File: src/rtl/imm_pkg.sv
// imm_pkg: immediate format codes and the opcodes used to auto-decode the format.
package imm_pkg;
    localparam logic [2:0] IMM_I   = 3'b000;
    localparam logic [2:0] IMM_S   = 3'b001;
    localparam logic [2:0] IMM_B   = 3'b010;
    localparam logic [2:0] IMM_U   = 3'b011;
    localparam logic [2:0] IMM_J   = 3'b100;
    localparam logic [2:0] IMM_Z   = 3'b101;
    localparam logic [2:0] IMM_ILL = 3'b111;
    localparam logic [6:0] OP_LOAD   = 7'b0000011;
    localparam logic [6:0] OP_IMM    = 7'b0010011;
    localparam logic [6:0] OP_IMM32  = 7'b0011011;
    localparam logic [6:0] OP_JALR   = 7'b1100111;
    localparam logic [6:0] OP_SYSTEM = 7'b1110011;
    localparam logic [6:0] OP_STORE  = 7'b0100011;
    localparam logic [6:0] OP_BRANCH = 7'b1100011;
    localparam logic [6:0] OP_LUI    = 7'b0110111;
    localparam logic [6:0] OP_AUIPC  = 7'b0010111;
    localparam logic [6:0] OP_JAL    = 7'b1101111;
endpackage

File: src/rtl/imm_fmt_decode.sv
// imm_fmt_decode: maps opcode (and funct3[2] for SYSTEM) to an immediate format code.
module imm_fmt_decode
    import imm_pkg::*;
(
    input  logic [6:0] opcode,
    input  logic       funct3_msb,
    output logic [2:0] fmt
);
    always_comb begin
        fmt = (opcode == OP_SYSTEM) ? (funct3_msb ? IMM_Z : IMM_I) :
              (opcode == OP_LOAD || opcode == OP_IMM ||
               opcode == OP_IMM32 || opcode == OP_JALR) ? IMM_I :
              (opcode == OP_STORE)  ? IMM_S :
              (opcode == OP_BRANCH) ? IMM_B :
              (opcode == OP_LUI || opcode == OP_AUIPC) ? IMM_U :
              (opcode == OP_JAL)    ? IMM_J : IMM_ILL;
    end
endmodule

File: src/rtl/imm_gen_pipe.sv
// imm_gen_pipe: registered RV immediate generator with a one-deep valid/ready output stage.
// Define IMM_GEN_AUTO_FMT_EN to decode the format from the opcode instead of imm_src.
module imm_gen_pipe
    import imm_pkg::*;
#(
    parameter int XLEN = 32
) (
    input  logic            clk,
    input  logic            reset,
    input  logic            in_valid,
    output logic            in_ready,
    input  logic [31:0]     instr,
    input  logic [2:0]      imm_src,
    output logic            out_valid,
    input  logic            out_ready,
    output logic [XLEN-1:0] out_imm,
    output logic [2:0]      out_fmt,
    output logic            out_illegal
);
    logic [2:0]  fmt;
    logic [31:0] imm32;
    logic        s;
`ifdef IMM_GEN_AUTO_FMT_EN
    imm_fmt_decode u_dec (
        .opcode    (instr[6:0]),
        .funct3_msb(instr[14]),
        .fmt       (fmt)
    );
    logic unused_src;
    assign unused_src = ^imm_src;
`else
    assign fmt = imm_src;
    logic unused_op;
    assign unused_op = ^instr[6:0];
`endif
    assign s = instr[31];
    always_comb begin
        imm32 = (fmt == IMM_I) ? {{20{s}}, instr[31:20]} :
                (fmt == IMM_S) ? {{20{s}}, instr[31:25], instr[11:7]} :
                (fmt == IMM_B) ? {{20{s}}, instr[7], instr[30:25], instr[11:8], 1'b0} :
                (fmt == IMM_U) ? {instr[31:12], 12'b0} :
                (fmt == IMM_J) ? {{12{s}}, instr[19:12], instr[20], instr[30:21], 1'b0} :
                (fmt == IMM_Z) ? {27'b0, instr[19:15]} : 32'b0;
    end
    assign in_ready = !out_valid || out_ready;
    // Every legal 32-bit result is already correctly signed, so widening to XLEN is a plain sign extension.
    always_ff @(posedge clk or negedge reset) begin
        if (!reset) begin
            out_valid   <= 1'b0;
            out_imm     <= '0;
            out_fmt     <= '0;
            out_illegal <= 1'b0;
        end else if (in_valid && in_ready) begin
            out_valid   <= 1'b1;
            out_imm     <= XLEN'($signed(imm32));
            out_fmt     <= fmt;
            out_illegal <= (fmt > IMM_Z);
        end else if (out_ready) begin
            out_valid   <= 1'b0;
        end
    end
endmodule

File: config.mk
export PLATFORM = sky130hd
export DESIGN_NAME = imm_gen_pipe
export DESIGN_NICKNAME = d
export VERILOG_FILES = /design/src/rtl/imm_pkg.sv /design/src/rtl/imm_fmt_decode.sv /design/src/rtl/imm_gen_pipe.sv
export SDC_FILE = /design/constraint.sdc
export NUM_CORES = 1
export LEC_CHECK = 0
export ABC_AREA = 1
export CAP_MARGIN = 40
export CORE_MARGIN = 3
export CORE_UTILIZATION = 38
export CTS_CLUSTER_DIAMETER = 30
export DETAILED_ROUTE_END_ITERATION = 16
export PLACE_DENSITY = 0.76
export RECOVER_POWER = 25
export SLEW_MARGIN = 25
export SYNTH_ARGS = -nofsm -noshare
export SYNTH_HDL_FRONTEND = slang
export SYNTH_SLANG_ARGS = --single-unit
File: constraint.sdc
create_clock -name clk -period 1.15 [get_ports clk]
set_input_delay 0.23 -clock clk [delete_from_list [all_inputs] [get_ports clk]]
set_output_delay 0.23 -clock clk [all_outputs]
set_load 0.03 [all_outputs]
==> impl_metrics.ini <==
[route]
drt_wl_total_um = 5340
drt_iter0_markers = 93
wl_per_cell_um = 13.9
drt_pass1_iterations = 4
ant_nets = 0
vias = 1874
drc = 0
vias_per_cell = 4.89

[synth]
post_synth_num_cell_types = 22
syn_inst = 235
syn_avg_cell_area_um2 = 7.76
syn-cell-area_um2 = 1820
yosysWarnings = 0
synth-seq-cells = 37
synth_nets = 274
yosysSeqAreaShare_pct = 50.8

[clock_network]
cts_made_buffers = 5
cts_root_buf = clkbuf_8
htree_levels = 2
max-clock-path-buffers = 2
cts_tree = done
clk-insertion-delay-late_ns = 0.29
cts.sink_count = 37
path_clk_slew_ns = 0.07

[global_route]
grt_pass1_vias = 1877
grtUsageTotal_pct = 19.9
grt_remaining_overflow = 0
grt_max_degree = 37
grt_first_pass_wirelength_um = 8600
antenna_found_initial = 0

[timing]
rsz0062_at_grt = true
setup_viol = 28
post-route-period-util_pct = 108
fin_ws_ns = -0.0906
finalMaxSlewViolations = 0
relSlewSlack_pct = 66.4
worst_pin_slew_ns = 0.504
final_hold_viol_count = 0
fin_skew_ns = 0.00772
finalCriticalPeriod_ns = 1.24
max_freq_mhz = 806
timing.hold.ws_ns = 0.249

[floorplan]
start_util_pct = 40.5
rows = 24
fp.dieH_um = 75.3
die-area_um2 = 5670
die_w_um = 75.3
io_pins = 77
core_um2 = 4500

[worst_setup_path]
arrival_ns = 1.01
r2r_start = out_valid
reg2reg_slack_ns = -0.08
reg2regPathDepth = 5
rr_endpoint = out_imm[12]
critPathKind = flip-flop to primary output
cp-end-kind = primary output
start_kind = flip-flop
cp.required_ns = 0.92
crit_path_start = out_valid
path_max_fanout = 3

[power]
power_frac_seq_pct = 40.5
power.leakage_nw = 1.52
irDropWorstVdd_mv = 0.622
power_frac_clock_pct = 22.6
power_frac_comb_pct = 36.9
switching_share_pct = 36.5
p_switching_w = 0.00144
pwr_density_cell_nw_per_um2 = 1270
p_int_w = 0.00250

[cells_and_area]
nets = 369
register_area_um2 = 927
nFillCells = 347
diodes = 0
drive_gt1_share_pct = 41.1
syn2layout_area_growth_pct = 69.4
multi_input_area_um2 = 1040
final_cells = 383

[hold_path]
hp-class = input pin to asynchronous set/reset pin

[flow_run]
maxCapViolCount = 0

[run_status]
violations = negative setup slack
status = complete, but fails checks

[place]
post-place-cells = 370
place.gp.congestion = 0.792
hpwlAfterDp_um = 3780
io_buffers = 69
stage by stage:
stage	setup slack, ns	TNS, ns	power, W	utilization (%)	area (µm²)
after detailed placement	-0.444	-13.38	0.00291	59.4	2680
after global placement	-0.411	-12.31	0.00288	59.4	2680
after CTS	-0.106	-0.993	0.00388	66.1	2980
final	-0.0906	-1.58	0.00394	68.6	3090
after global routing	-0.152	-3.34	0.00413	68.6	3090
after floorplan	-0.0234	-0.275	0.00230	-	1860
routing by layer:
layer	global-route usage, %	vias up	share of wire [%]
met1	26.1	880	42
met4	4.27	0	1.4
li1	-	922	-
met3	4.27	8	5.9
met5	0	-	0
met2	33.9	64	50
final cells by class:
type / instances / area share (%)
Multi-Input combinational cell: 175 / 33.6
Sequential cell: 37 / 30.0
Tap cell: 52 / 2.11
Inverter: 15 / 2.06
Clock buffer: 5 / 2.23
Timing Repair Buffer: 96 / 29.5
Clock inverter: 3 / 0.567
state kept, by name (all words and copies together) (netlist names):
name / flops
out_imm: 32
out_fmt: 3
out_illegal: 1
out_valid: 1
how the worst max path moves through the flow:
stage | end | slack (ns) | depth (start not counted)
after global routing | out_imm[12] | -0.15 | 5
final | in_ready | -0.09 | 3
after floorplan | out_imm[17] | -0.02 | 5
after CTS | in_ready | -0.11 | 3
after global placement | out_imm[24] | -0.41 | 8
after detailed placement | out_imm[24] | -0.44 | 8
what timing repair did:
item / CTS / global route
gates cloned: 2 / 1
hold buffers: 1 / 0
gates resized for setup: 41 / 44
hold endpoints to repair: 37 / 0
pin swaps: 14 / 18
endpoints found under the setup margin: 32 / 36
buffers inserted: 2 / 0
kinds of logic (layout without fill, tap and decap cells):
kind of cell    count (synthesis)  in the layout  synth area share, %
simple gates                  155            156                 35.9
flops                          37             37                 50.8
buf+inv                        24            119                 7.27
compound gates                 19             19                 6.04
cell usage in the layout (no fill, tap or decap), types with 4 or more instances in the layout:
cell / synthesis / layout
a21oi_2: 2 / 4
inv_1: 11 / 10
a21oi_1: 9 / 6
nand3_1: 14 / 6
buf_4: 1 / 48
nand2_4: 2 / 5
dfrtp_1: 37 / 36
nand3_2: 2 / 8
nand2_2: 1 / 6
nor2_4: 1 / 9
dlygate4sd2_1: 0 / 5
buf_12: 0 / 7
nand2_1: 66 / 56
clkdlybuf4s50_1: 0 / 25
nor2_2: 0 / 17
buf_6: 4 / 4
clkbuf_8: 0 / 5
nor2_1: 66 / 41
power groups by stage:
| stage | registers, W | logic [W] | clock network, W |
|---|---|---|---|
| detailed placement | 0.00161 | 0.00130 | 0 |
| floorplan | 0.00196 | 0.000342 | 0 |
| finish | 0.00159 | 0.00145 | 0.000891 |
| global placement | 0.00161 | 0.00127 | 0 |
| CTS | 0.00159 | 0.00140 | 0.000901 |
| global route | 0.00162 | 0.00156 | 0.000950 |
cell usage after synthesis (all sizes together):
library cell,instances,area share [%]
inv,15,3.4
nor2,67,14
buf,8,3.7
nand3,17,5.9
a21oi,11,3.4
nand4,2,0.69
a21boi,3,1.2
nand2,69,15
o21ai,5,1.4
clkbuf,1,0.21
dfrtp,37,51
worst max-delay path: stages, from the launching register on:
cell	delay, ns
dfrtp_2	0.45
nand2_4	0.07
buf_6	0.09
buf_6	0.12
Power figures use the tool's default switching activity.
